--- src/rtl/seg7_frame_reader.sv ---
// Recovers the hex value on each digit of a multiplexed active-low seven-segment bus.
// Define SEG7_READER_TIMEOUT_EN to enable the idle-bus timeout and the stalled flag.
module seg7_frame_reader #(
  parameter int unsigned NUM_DIGITS     = 4,
  parameter int unsigned STABLE_CYCLES  = 4,
  parameter int unsigned TIMEOUT_CYCLES = 65535
) (
  input  logic                    clk,
  input  logic                    rst,
  input  logic [0:6]              seg_in,
  input  logic [NUM_DIGITS-1:0]   an_in,
  output logic [4*NUM_DIGITS-1:0] digits_out,
  output logic [NUM_DIGITS-1:0]   blank_out,
  output logic [NUM_DIGITS-1:0]   err_out,
  output logic                    frame_valid,
  output logic                    stalled
);

  localparam int unsigned CNT_W = $clog2(STABLE_CYCLES + 1);
  localparam logic [CNT_W-1:0] CNT_ONE = CNT_W'(1'b1);
  localparam logic [CNT_W-1:0] CNT_TOP = CNT_W'(STABLE_CYCLES);

  typedef enum logic [1:0] {
    ST_SEARCH = 2'd0,
    ST_DWELL  = 2'd1,
    ST_HOLD   = 2'd2
  } state_t;

  // Returns {err, blank, value[3:0]} for one segment pattern (a..g, active-low).
  function automatic logic [5:0] decode_seg(input logic [0:6] s);
    case (s)
      7'b0000001: decode_seg = {2'b00, 4'h0};
      7'b1001111: decode_seg = {2'b00, 4'h1};
      7'b0010010: decode_seg = {2'b00, 4'h2};
      7'b0000110: decode_seg = {2'b00, 4'h3};
      7'b1001100: decode_seg = {2'b00, 4'h4};
      7'b0100100: decode_seg = {2'b00, 4'h5};
      7'b0100000: decode_seg = {2'b00, 4'h6};
      7'b0001111: decode_seg = {2'b00, 4'h7};
      7'b0000000: decode_seg = {2'b00, 4'h8};
      7'b0000100: decode_seg = {2'b00, 4'h9};
      7'b0001000: decode_seg = {2'b00, 4'hA};
      7'b1100000: decode_seg = {2'b00, 4'hB};
      7'b0110001: decode_seg = {2'b00, 4'hC};
      7'b1000010: decode_seg = {2'b00, 4'hD};
      7'b0110000: decode_seg = {2'b00, 4'hE};
      7'b0111000: decode_seg = {2'b00, 4'hF};
      7'b1111111: decode_seg = {2'b01, 4'h0};
      default:    decode_seg = {2'b10, 4'h0};
    endcase
  endfunction

  logic [NUM_DIGITS-1:0]   smp_an_q, smp_an_d, prv_an_q, prv_an_d;
  logic [0:6]              smp_seg_q, smp_seg_d, prv_seg_q, prv_seg_d;
  state_t                  state_q, state_d;
  logic [CNT_W-1:0]        cnt_q, cnt_d;
  logic [4*NUM_DIGITS-1:0] shadow_val_q, shadow_val_d;
  logic [NUM_DIGITS-1:0]   shadow_blank_q, shadow_blank_d;
  logic [NUM_DIGITS-1:0]   shadow_err_q, shadow_err_d;
  logic [NUM_DIGITS-1:0]   seen_q, seen_d;
  logic [4*NUM_DIGITS-1:0] digits_q, digits_d;
  logic [NUM_DIGITS-1:0]   blank_q, blank_d;
  logic [NUM_DIGITS-1:0]   err_q, err_d;
  logic                    frame_valid_q, frame_valid_d;

  logic                    smp_valid;
  logic                    smp_same;
  logic                    capture;
  logic [NUM_DIGITS-1:0]   cap_mask;
  logic [5:0]              dec;
  logic                    tmo_hit;

  assign smp_valid = ($countones(~smp_an_q) == 32'd1);
  assign smp_same  = (smp_an_q == prv_an_q) && (smp_seg_q == prv_seg_q);
  assign dec       = decode_seg(smp_seg_q);
  assign cap_mask  = capture ? ~smp_an_q : {NUM_DIGITS{1'b0}};

  // Sample pipeline plus dwell/stability FSM deciding when a digit is captured
  always_comb begin
    smp_an_d  = an_in;
    smp_seg_d = seg_in;
    prv_an_d  = smp_an_q;
    prv_seg_d = smp_seg_q;
    state_d   = state_q;
    cnt_d     = cnt_q;
    capture   = 1'b0;
    case (state_q)
      ST_SEARCH: begin
        if (smp_valid) begin
          state_d = ST_DWELL;
          cnt_d   = CNT_ONE;
        end else begin
          state_d = ST_SEARCH;
          cnt_d   = {CNT_W{1'b0}};
        end
      end
      ST_DWELL, ST_HOLD: begin
        if (!smp_valid) begin
          state_d = ST_SEARCH;
          cnt_d   = {CNT_W{1'b0}};
        end else if (!smp_same) begin
          state_d = ST_DWELL;
          cnt_d   = CNT_ONE;
        end else if (state_q == ST_HOLD) begin
          state_d = ST_HOLD;
          cnt_d   = cnt_q;
        end else if ((cnt_q + CNT_ONE) == CNT_TOP) begin
          state_d = ST_HOLD;
          cnt_d   = CNT_TOP;
          capture = 1'b1;
        end else begin
          state_d = ST_DWELL;
          cnt_d   = cnt_q + CNT_ONE;
        end
      end
      default: begin
        state_d = ST_SEARCH;
        cnt_d   = {CNT_W{1'b0}};
      end
    endcase
  end

  // Shadow slots, seen tracking and frame emission; a same-edge capture joins the next frame
  always_comb begin
    digits_d      = digits_q;
    blank_d       = blank_q;
    err_d         = err_q;
    frame_valid_d = 1'b0;
    seen_d        = seen_q;
    if (&seen_q) begin
      digits_d      = shadow_val_q;
      blank_d       = shadow_blank_q;
      err_d         = shadow_err_q;
      frame_valid_d = 1'b1;
      seen_d        = cap_mask;
    end else begin
      seen_d        = seen_q | cap_mask;
    end
    if (tmo_hit) begin
      seen_d = {NUM_DIGITS{1'b0}};
    end else begin
      seen_d = seen_d;
    end
    for (int i = 0; i < NUM_DIGITS; i++) begin
      shadow_val_d[4*i +: 4] = cap_mask[i] ? dec[3:0] : shadow_val_q[4*i +: 4];
      shadow_blank_d[i]      = cap_mask[i] ? dec[4]   : shadow_blank_q[i];
      shadow_err_d[i]        = cap_mask[i] ? dec[5]   : shadow_err_q[i];
    end
  end

  // State registers with synchronous reset; reset drops any partial frame
  always_ff @(posedge clk) begin
    if (rst) begin
      smp_an_q       <= {NUM_DIGITS{1'b1}};
      smp_seg_q      <= 7'b1111111;
      prv_an_q       <= {NUM_DIGITS{1'b1}};
      prv_seg_q      <= 7'b1111111;
      state_q        <= ST_SEARCH;
      cnt_q          <= {CNT_W{1'b0}};
      shadow_val_q   <= {(4*NUM_DIGITS){1'b0}};
      shadow_blank_q <= {NUM_DIGITS{1'b0}};
      shadow_err_q   <= {NUM_DIGITS{1'b0}};
      seen_q         <= {NUM_DIGITS{1'b0}};
      digits_q       <= {(4*NUM_DIGITS){1'b0}};
      blank_q        <= {NUM_DIGITS{1'b0}};
      err_q          <= {NUM_DIGITS{1'b0}};
      frame_valid_q  <= 1'b0;
    end else begin
      smp_an_q       <= smp_an_d;
      smp_seg_q      <= smp_seg_d;
      prv_an_q       <= prv_an_d;
      prv_seg_q      <= prv_seg_d;
      state_q        <= state_d;
      cnt_q          <= cnt_d;
      shadow_val_q   <= shadow_val_d;
      shadow_blank_q <= shadow_blank_d;
      shadow_err_q   <= shadow_err_d;
      seen_q         <= seen_d;
      digits_q       <= digits_d;
      blank_q        <= blank_d;
      err_q          <= err_d;
      frame_valid_q  <= frame_valid_d;
    end
  end

`ifdef SEG7_READER_TIMEOUT_EN
  localparam int unsigned TMO_W = $clog2(TIMEOUT_CYCLES + 1);
  localparam logic [TMO_W-1:0] TMO_ONE = TMO_W'(1'b1);
  localparam logic [TMO_W-1:0] TMO_TOP = TMO_W'(TIMEOUT_CYCLES);

  logic [TMO_W-1:0] tmo_q, tmo_d;
  logic             stalled_q, stalled_d;

  // Idle/invalid sample counter; saturates, and the capture after a stall clears the flag
  always_comb begin
    tmo_d   = tmo_q;
    tmo_hit = 1'b0;
    if (smp_valid) begin
      tmo_d = {TMO_W{1'b0}};
    end else if (tmo_q != TMO_TOP) begin
      tmo_d   = tmo_q + TMO_ONE;
      tmo_hit = ((tmo_q + TMO_ONE) == TMO_TOP);
    end else begin
      tmo_d = tmo_q;
    end
    if (capture) begin
      stalled_d = 1'b0;
    end else if (tmo_hit) begin
      stalled_d = 1'b1;
    end else begin
      stalled_d = stalled_q;
    end
  end

  // Timeout registers
  always_ff @(posedge clk) begin
    if (rst) begin
      tmo_q     <= {TMO_W{1'b0}};
      stalled_q <= 1'b0;
    end else begin
      tmo_q     <= tmo_d;
      stalled_q <= stalled_d;
    end
  end

  assign stalled = stalled_q;
`else
  assign tmo_hit = 1'b0;
  assign stalled = 1'b0;
`endif

  assign digits_out  = digits_q;
  assign blank_out   = blank_q;
  assign err_out     = err_q;
  assign frame_valid = frame_valid_q;

endmodule

--- config.mk ---
export PLATFORM = sky130hd
export DESIGN_NAME = seg7_frame_reader
export DESIGN_NICKNAME = d
export VERILOG_FILES = /design/src/rtl/seg7_frame_reader.sv
export SDC_FILE = /design/constraint.sdc
export NUM_CORES = 1
export LEC_CHECK = 0
export ABC_CLOCK_PERIOD_IN_PS = 3100
export CORE_ASPECT_RATIO = 0.7
export CORE_UTILIZATION = 58
export CTS_BUF_LIST = sky130_fd_sc_hd__clkbuf_2 sky130_fd_sc_hd__clkbuf_4 sky130_fd_sc_hd__clkbuf_8
export DETAILED_ROUTE_END_ITERATION = 10
export PLACE_DENSITY = 0.8
export SLEW_MARGIN = 15
export SYNTH_ARGS = -nofsm -noshare
export SYNTH_HDL_FRONTEND = slang
export SYNTH_SLANG_ARGS = --single-unit
--- constraint.sdc ---
create_clock -name clk -period 3.1 [get_ports clk]
set_input_delay 0.62 -clock clk [delete_from_list [all_inputs] [get_ports clk]]
set_output_delay 0.62 -clock clk [all_outputs]
set_load 0.02 [all_outputs]
# After elaboration in Yosys (flattened, before gate mapping)
# Cells that the tools add are included.
classes:
  n_eq_ne: 23
  reduce_logical: 5
  mux: 21
  bitwise: 2
  n_addsub: 4
ops:
  columns: ["cell", "n"]
  rows:
  - ["$pmux 6 s17", 1]
  - ["$eq 7x6->1 const B", 5]
  - ["$eq 7x7->1 const B", 5]
  - ["$eq 7x3->1 const B", 2]
  - ["$eq 7x4->1 const B", 2]
  - ["$mux 3", 4]
  - ["$mux 1", 8]
  - ["$mux 2", 4]
  - ["$mux 4", 2]
  - ["$eq 7x1->1 const B", 1]
  - ["$eq 7x5->1 const B", 1]
  - ["$eq 7x7->1", 1]
  - ["$logic_not 7->1", 1]
  - ["$pmux 3 s2", 1]
  - ["$add 1x1->2", 2]
  - ["$eq 4x4->1", 1]
  - ["$ne 4x4->1 const B", 1]
  - ["$not 4->4", 1]
  - ["$or 4x4->4", 1]
  - ["$pmux 2 s2", 1]
  - ["$reduce_and 4->1", 1]
  - ["$add 2x2->3", 1]
  - ["$add 3x1->3 const B", 1]
  - ["$eq 3x1->1 const B", 1]
  - ["6 further kinds", 6]
word_totals:
  reg_bits: 80
  elab_cells: 78
  output_inout_bits: 26

# Logic depth before layout (Yosys ltp)
depth:
  depth_word: 10
  depth_mapped: 9
  depth_no_buf: 9

# Worst setup path before layout
# Ideal clock, no wire load.
synth_timing:
  kind: "flip-flop to flip-flop"
  startpoint: "reg smp_an_q[0], in the netlist prv_an_d[0]"
  endpoint: "reg shadow_val_q[0]"
  arrival_ps: 2481
  path_stages_with_launch: 10
  path_slack_ps: 492
  synth_period_minus_slack_ps: 2608
  setup_time_ps: 128
  path_cell_list: "dfxtp_1 > fa_1 > inv_1 > ha_1 > ha_1 > nor4b_1 > nand4_1 > nor4_4 > mux2i_1 > nor2_1"
synth_via:
  elab_chain_cells: 7
  word_cells_on_any_way: 10
  classes_between: "2 x add/sub; 2 x eq/ne; 4 x mux; 1 x bitwise; 1 x reduce/logical"
synth_rtl:
  columns: ["element", "line", "text"]
  rows:
  - ["from (decl)", "53", "logic [NUM_DIGITS-1:0] smp_an_q, smp_an_d, prv_an_q, prv_an_d;"]
  - ["from (signal assigned)", "154", "smp_an_q <= {NUM_DIGITS{1'b1}};"]
  - ["from (signal assigned)", "169", "smp_an_q <= smp_an_d;"]
  - ["$not 4->4", "73, 76", null]
  - ["$add 1x1->2 (not written as such)", "73", "assign smp_valid = ($countones(~smp_an_q) == 32'd1);"]
  - ["$add 2x2->3 (not written as such)", "73", null]
  - ["$eq 3x1->1", "73", null]
  - ["$mux 1", "98", "if (!smp_valid) begin"]
  - ["$mux 1", "87", "case (state_q)"]
  - ["$mux 4 (*)", "76", "assign cap_mask = capture ? ~smp_an_q : {NUM_DIGITS{1'b0}};"]
  - ["to (signal assigned)", "160", "shadow_val_q <= {(4*NUM_DIGITS){1'b0}};"]
  - ["to (signal assigned)", "175", "shadow_val_q <= shadow_val_d;"]
  - ["to (decl)", "57", "logic [4*NUM_DIGITS-1:0] shadow_val_q, shadow_val_d;"]
# Every way passes the cells marked *; elsewhere a longest branch is shown, timed or not.
# A chain may end at the register's enable or synchronous reset.

# Worst setup path after layout
layout_timing:
  startpoint: "reg smp_an_q[0], in the netlist prv_an_d[0]"
  endpoint: "reg shadow_val_q[8]"
layout_via:
  elab_chain_cells: 7
  word_cells_on_any_way: 10
  classes_between: "2 x add/sub; 2 x eq/ne; 4 x mux; 1 x bitwise; 1 x reduce/logical"
layout_rtl:
  columns: ["element", "line"]
  rows:
  - ["$not 4->4", "73"]
  - ["$add 1x1->2 (not written as such)", "73"]
  - ["$add 2x2->3 (not written as such)", "73"]
  - ["$eq 3x1->1", "73"]
  - ["$mux 1 (*)", "98"]
  - ["$mux 1 (*)", "87"]
  - ["$mux 4 (*)", "76"]
# Marks and branches as above.

==> key figures <==
CTS
  – Clk slew on worst S/H paths: 0.08 ns
  – Post CTS Setup Buffer Count: 0
  – CTS Buffer Depth: 2
  – Quantity of gates resized following cts: 0
  – Hold-fix buffers, CTS: 0
  – CTS tree: built
  – Clock Sinks: 80
  – Worst skew pair latency: around 0.34 ns
  – H-tree depth: 3
  – Num CTS Buffers: 9
  – Clk root buf: clkbuf_8

Routing
  – Wirelength per Cell: 15.0 um
  – Via density: about 5.6
  – Final WL: approximately 7300 um
  – Drt pass-1 iters: 4
  – Metal2 WL: roughly 3400 um
  – 1st-iter DRT viols: 111
  – M1 WL: around 3500 um
  – Met3 wire length: 327 um
  – Post-route ant nets: 0
  – Max layer used: met4
  – DRC Markers: 0
  – Total number of vias: 2,737

Critical path
  – Crit-path most repeated cell: ha_1
  – Critical Path, Cell by Cell: fa_1 -> inv_1 -> ha_1 -> ha_1 -> nor4b_1 -> nand4_1 -> nor4_4 -> mux2i_1 -> nor2_1
  – Reg2Reg Depth: 9
  – Crit. End Element: flip-flop
  – FF-to-FF End: shadow_val_q[8]
  – Setup CP Type: reg2reg
  – Startpoint types: flip-flop
  – Kind of cell adding the most delay to the critical path: simple AND/OR/NAND/NOR gates
  – CP Max Fanout: 8
  – Slowest cell on the critical path: fa_1
  – Worst Setup SP: prv_an_d[0]
  – CP Data Arrival Time: 3.13 ns
  – R2r startpoint: prv_an_d[0]
  – Crit path required time: 3.31 ns
  – Cell depth of the worst setup path: 9
  – Buf+Inv Stages, Crit Path: 1
  – Setup crit end: shadow_val_q[8]
  – Largest stage delay on the critical path: 0.54 ns
  – Reg2Reg Setup Slack: about 0.17 ns

Synthesis
  – Synth async-reset ratio: 0%
  – Top-count cell post-synth: dfxtp_1
  – Syn nets: between 400 and 500
  – Post-synthesis sequential area ratio: 44.4%
  – Cell taking the most area after synthesis: dfxtp_1
  – #FFs+latches synth: 80
  – Synth cell types: 54
  – Yosys warnings: 0
  – Post-Syn Area: 3610 sq um
  – Top-area cell type share of the netlist area: ~44%
  – Mean Syn Cell Area: 9.49 sq um
  – Synthesized instance count: 380
  – Post-synth top cells: 80 x dfxtp_1, 55 x nand2_1, 39 x a21oi_1, 27 x nor2_1, 22 x or2_2
  – Top cells by area, synth: dfxtp_1 44%, nand2_1 5.7%, mux2i_1 5.6%, a21oi_1 5.4%, or2_2 3.8%
  – Post-synth EDFFs: 0
  – Ys flop type: dfxtp_1

STA
  – Max-slew headroom: approximately 45%
  – Fmax: between 0.3 and 0.4 GHz
  – RSZ-0062 raised after global routing: no
  – Final worst-path cycle share: ~94%
  – Final Hold Viols: 0
  – Fin. max-slew vios: 0
  – Worst Tran Pin Value: ~0.83 ns
  – Clk_skew: approximately 0.007 ns
  – Sum Neg Setup Slack: 0 ns
  – Final setup violation count: 0
  – Final min period: a little under 3 ns

Pwr
  – Clock share of power: between 30% and 40%
  – P_leak: between 1 and 1.5 nW
  – Peak supply drop: around 0.26 mV
  – Sw power: ~0.5 mW
  – Internal: 1.53 mW
  – Sw frac: ~24%
  – Flop pwr share: between 50% and 60%
  – P per Cell Area: 484 nW/um^2
  – Power, Total: between 2 and 2.5 mW
  – Combinational power share: 8.2%

Floorplanning
  – Die area: about 6500 sq um
  – I/O pin count: 39
  – Die outline height: 68.0 um
  – FP Rows: 23
  – Initial core utilization: 61.4%
  – Core footprint: 5870 sq um
  – Die X: between 90 and 100 um

Cells and area
  – Diodes inserted: 0
  – Area of the multi-input gates: ~1900 sq um
  – Sequential cell area: around 1600 sq um
  – Layout net count: 431
  – Layout cell share with drive strength beyond 1: roughly 16%
  – Fillers: ~470
  – Syn-to-layout area delta: 16.2%

Place
  – Final GP Congestion: 0.893
  – DPL Wire Length: approximately 5000 um
  – IO buf count: 37

Global routing
  – Remaining global-route overflow: 0
  – Wire length of the first global-routing pass: around 12,000 um
  – GRT Resource Usage Total: about 25%
  – Vias in the first global route: 2,542
  – Largest net degree at the start of global routing: slightly below 80
  – Initial antenna violation count: 0

Hold path
  – Worst Hold Class: reg2reg

Run
  – Max-Cap Viols: 0

Outcome
  – Outcome: completed
-- layout make-up --
| class | count | area share (%) |
|---|---|---|
| Clock buffer | 11 | 3.61 |
| Clock inverter | 4 | 1.28 |
| Inverter | 8 | 0.716 |
| Multi-Input combinational cell | 268 | 44.3 |
| Sequential cell | 80 | 38.2 |
| Tap cell | 75 | 2.24 |
| Timing Repair Buffer | 42 | 9.61 |
-- placed cells by master, fill, tap and decap left out, types with 2 or more instances in the layout --
cell             count
clkdlybuf4s50_1     36
buf_4                5
nand4_1              8
xnor2_2              7
nand3_1              3
ha_1                 8
nor4_4               4
o31ai_1              2
mux2i_1             20
nand2b_1             9
or2_2               22
nor4b_1              8
dfxtp_1             80
o41ai_1              2
or3_1                3
xnor2_1              3
inv_1                8
clkbuf_8            11
nor4bb_1             3
nand4_4              2
a211o_1              2
a21oi_1             39
nor3_1               7
or4_1                4
nand2_1             55
clkinvlp_4           2
o21ai_1              4
nor2_1              27
-- power groups by stage --
stage / combinational, mW / sequential (mW) / clock, mW
after floorplan: 0.146 / 1.08 / 0
after global placement: 0.160 / 1.10 / 0
after detailed placement: 0.166 / 1.10 / 0
after CTS: 0.168 / 1.08 / 0.792
after global routing: 0.183 / 1.08 / 0.834
final: 0.167 / 1.08 / 0.782
-- worst min path at each step --
stage                                  from       endpoint  cells after the start
after CTS                     digits_out[4]  digits_out[4]                      2
after global routing          digits_out[8]  digits_out[8]                      2
final                         digits_out[4]  digits_out[4]                      2
after global placement         blank_out[3]   blank_out[3]                      2
after detailed placement      digits_out[4]  digits_out[4]                      2
after floorplan           shadow_blank_q[0]   blank_out[0]                      2
-- cells by family after synthesis --
kind of cell               synth area share, %
muxes                                     5.86
and+or+nand+nor                           27.4
DFF                                       44.4
other                                    0.104
buffers and inverters                     4.06
adders and majority gates                 3.33
AOI/OAI and AO/OA                         9.92
xor gates and xnor gates                  4.89
-- routing by layer --
layer | vias to the layer above | global-route usage, %
met5 | - | 0
met4 | 0 | 8.77
met3 | 7 | 6.78
met2 | 67 | 40.6
met1 | 1297 | 31.8
li1 | 1366 | -
-- through the flow --
step	util (%)	hold slack (ns)	setup WS [ns]	area (sq um)	std cells
2_1_floorplan	-	0.431	0.492	3610	380
4_1_cts	71.4	0.457	0.192	4190	488
3_3_place_gp	67.9	0.444	0.334	3990	473
6_report	71.4	0.455	0.173	4190	488
5_1_grt	71.4	0.479	0.0100	4190	488
3_5_place_dp	67.9	0.446	0.234	3990	473
-- worst min-delay path, stage by stage, from the launching register on --
cell and delay (ns):
dfxtp_1 0.31, nand2_1 0.05, a21oi_1 0.05
-- registers in the layout, indices dropped and copies added (netlist names) --
name,cells
shadow_val_q,16
cnt_q,3
digits_out,16
prv_an_d,4
prv_seg_q,7
shadow_err_q,4
state_q,2
err_out,4
prv_an_q,4
prv_seg_d,7
shadow_blank_q,4
seen_q,4
frame_valid,1
blank_out,4
Note: power is estimated with default switching activity, not from simulation.
==> RTL edit (same settings) <==
Build with the macro `SEG7_READER_TIMEOUT_EN` defined.
--- a/src/rtl/seg7_frame_reader.sv
+++ b/src/rtl/seg7_frame_reader.sv
@@ -1,5 +1,7 @@
 // Recovers the hex value on each digit of a multiplexed active-low seven-segment bus.
 // Define SEG7_READER_TIMEOUT_EN to enable the idle-bus timeout and the stalled flag.
+`define SEG7_READER_TIMEOUT_EN
+
 module seg7_frame_reader #(
   parameter int unsigned NUM_DIGITS     = 4,
   parameter int unsigned STABLE_CYCLES  = 4,
Formal check against the unedited RTL: same outputs for any inputs over 10 cycles, from zero or initial values and one cycle with rst high; that may be too few to reach the edited logic, so the function may still have changed.
==> RTL edit against the unedited design <==
Utilization is 0.11 points higher. Routed wire length is 32% higher. First-iteration DRC count is 100% higher. Total power is 19% higher. Worst setup slack worse by 0.028 ns. Sequential cell count is 17 higher. Design area is 18% higher. Synthesized area is 18% higher. Fmax is 0.93% lower. Worst hold slack better by 0.0021 ns. Clock power is 20% higher. Clock skew is 0.0048 ns higher. Critical endpoint is now shadow_val_q[13]. Largest power group unchanged.
==> RTL edit: results (changes against the unedited design) <==
| Metric | Value |
|---|---|
| Wirelength per Cell | 15.7 um (+5.1%) |
| Inst Count DP | 595 (+26%) |
| M1 WL | 4.45 mm (+26%) |
| Non-filler cells, final | 613 (+26%) |
| Largest net degree at the start of global routing | 39 (-51%) |
| Post-synth net total | 512 (+27%) |
| Placed cell areas | 0.00467 mm2 (+17%) |
| First-pass GRT wire length | 15.7 mm (+30%) |
| Status | finished clean |
| Syn Inst Count | 487 (+28%) |
| Worst EP arrival | 3.26 ns (+0.13 ns) |
| Layout Nets | 539 (+25%) |
| DRT iter0 DRCs | 224 (+100%) |
| WL met2 | 4.33 mm (+29%) |
| Most frequent cells after synthesis | dfxtp_1 (97), nand2_1 (70), a21oi_1 (63) |
| Final Wtd Congestion | 0.882 (-1.2%) |
| Vias in the first global route | 3189 (+25%) |
| Clk_skew | 0.0116 ns (+0.00481 ns) |
| GRT Util Overall | 0.261 (+0.0129) |
| Worst slew pin tran | 0.864 ns (+0.0322 ns) |
| Post-DP HPWL | 6.50 mm (+31%) |
| M2 GR Usage | 0.397 (-0.00899) |
| Met3 Wirelength | 690 um (+110%) |
| TritonRoute pass-1 iters | 5 (+1) |
| GR met1 Demand/Resource | 0.366 (+0.0488) |
| Post-synthesis sequential area ratio | 0.458 (+0.0138) |
| Cell variety after synth | 47 (-13%) |
| IO Port Bufs | 38 (+2.7%) |
| Met3 track demand over resource | 0.0577 (-0.0101) |
| Leakage power | 0.00169 uW (+14%) |
| Layout cell share with drive strength beyond 1 | 0.110 (-0.0500) |
| Pre-CTS WS | 0.0216 ns (-0.212 ns) |
## RTL edit: changes by cell type in the layout (fill, tap and decap cells not counted), sizes merged, moves of 7 or more
cell / delta
nand3: +20
nor2: -8
o21ai: +10
xnor2: +8
inv: +7
nand2b: -7
a21oi: +24
a211oi: +9
dfxtp: +17
nand2: +15
mux2i: -12
## RTL edit: kinds of logic (layout without fill, tap and decap cells)
kind of cell             after synthesis  count (layout)  share of synthesized area
adder cells (fa/ha/maj)               12              12                     0.0372
multiplexers                           8               8                     0.0189
XOR/XNOR                              26              26                     0.0537
flip-flops                            97              97                      0.458
AO/OA/AOI/OAI                        108             108                      0.149
buffers and inverters                 41              72                     0.0378
AND/OR/NAND/NOR                      195             196                      0.245
## RTL edit: worst paths after layout
check	from	endpoint	slack [ns]	cells after the start
min reg2reg	digits_out[3]	digits_out[3]	0.46	2
min	digits_out[3]	digits_out[3]	0.46	2
max	prv_an_d[0]	shadow_val_q[13]	0.15	9
max reg2reg	prv_an_d[0]	shadow_val_q[13]	0.15	9
## RTL edit: cell type report
| type | count | area (um2) |
|---|---|---|
| Clock buffer | 9 | 124 |
| Clock inverter | 7 | 106 |
| Fill cell | 520 | 1970 |
| Inverter | 11 | 41.3 |
| Multi-Input combinational cell | 350 | 2170 |
| Sequential cell | 97 | 1950 |
| Tap cell | 94 | 118 |
| Timing Repair Buffer | 45 | 432 |
## RTL edit: power groups by stage
stage / Clock (uW) / Combinational [uW] / Sequential (uW)
floorplan: 0 / 119 / 1320
global placement: 0 / 153 / 1330
detailed placement: 0 / 158 / 1330
CTS: 954 / 159 / 1300
global route: 1010 / 187 / 1310
finish: 942 / 170 / 1300
## RTL edit: repair_timing
item                                    in CTS  in global routing
buffers inserted                             0                  1
gates resized for setup                      0                  9
endpoints found under the setup margin       0                 20
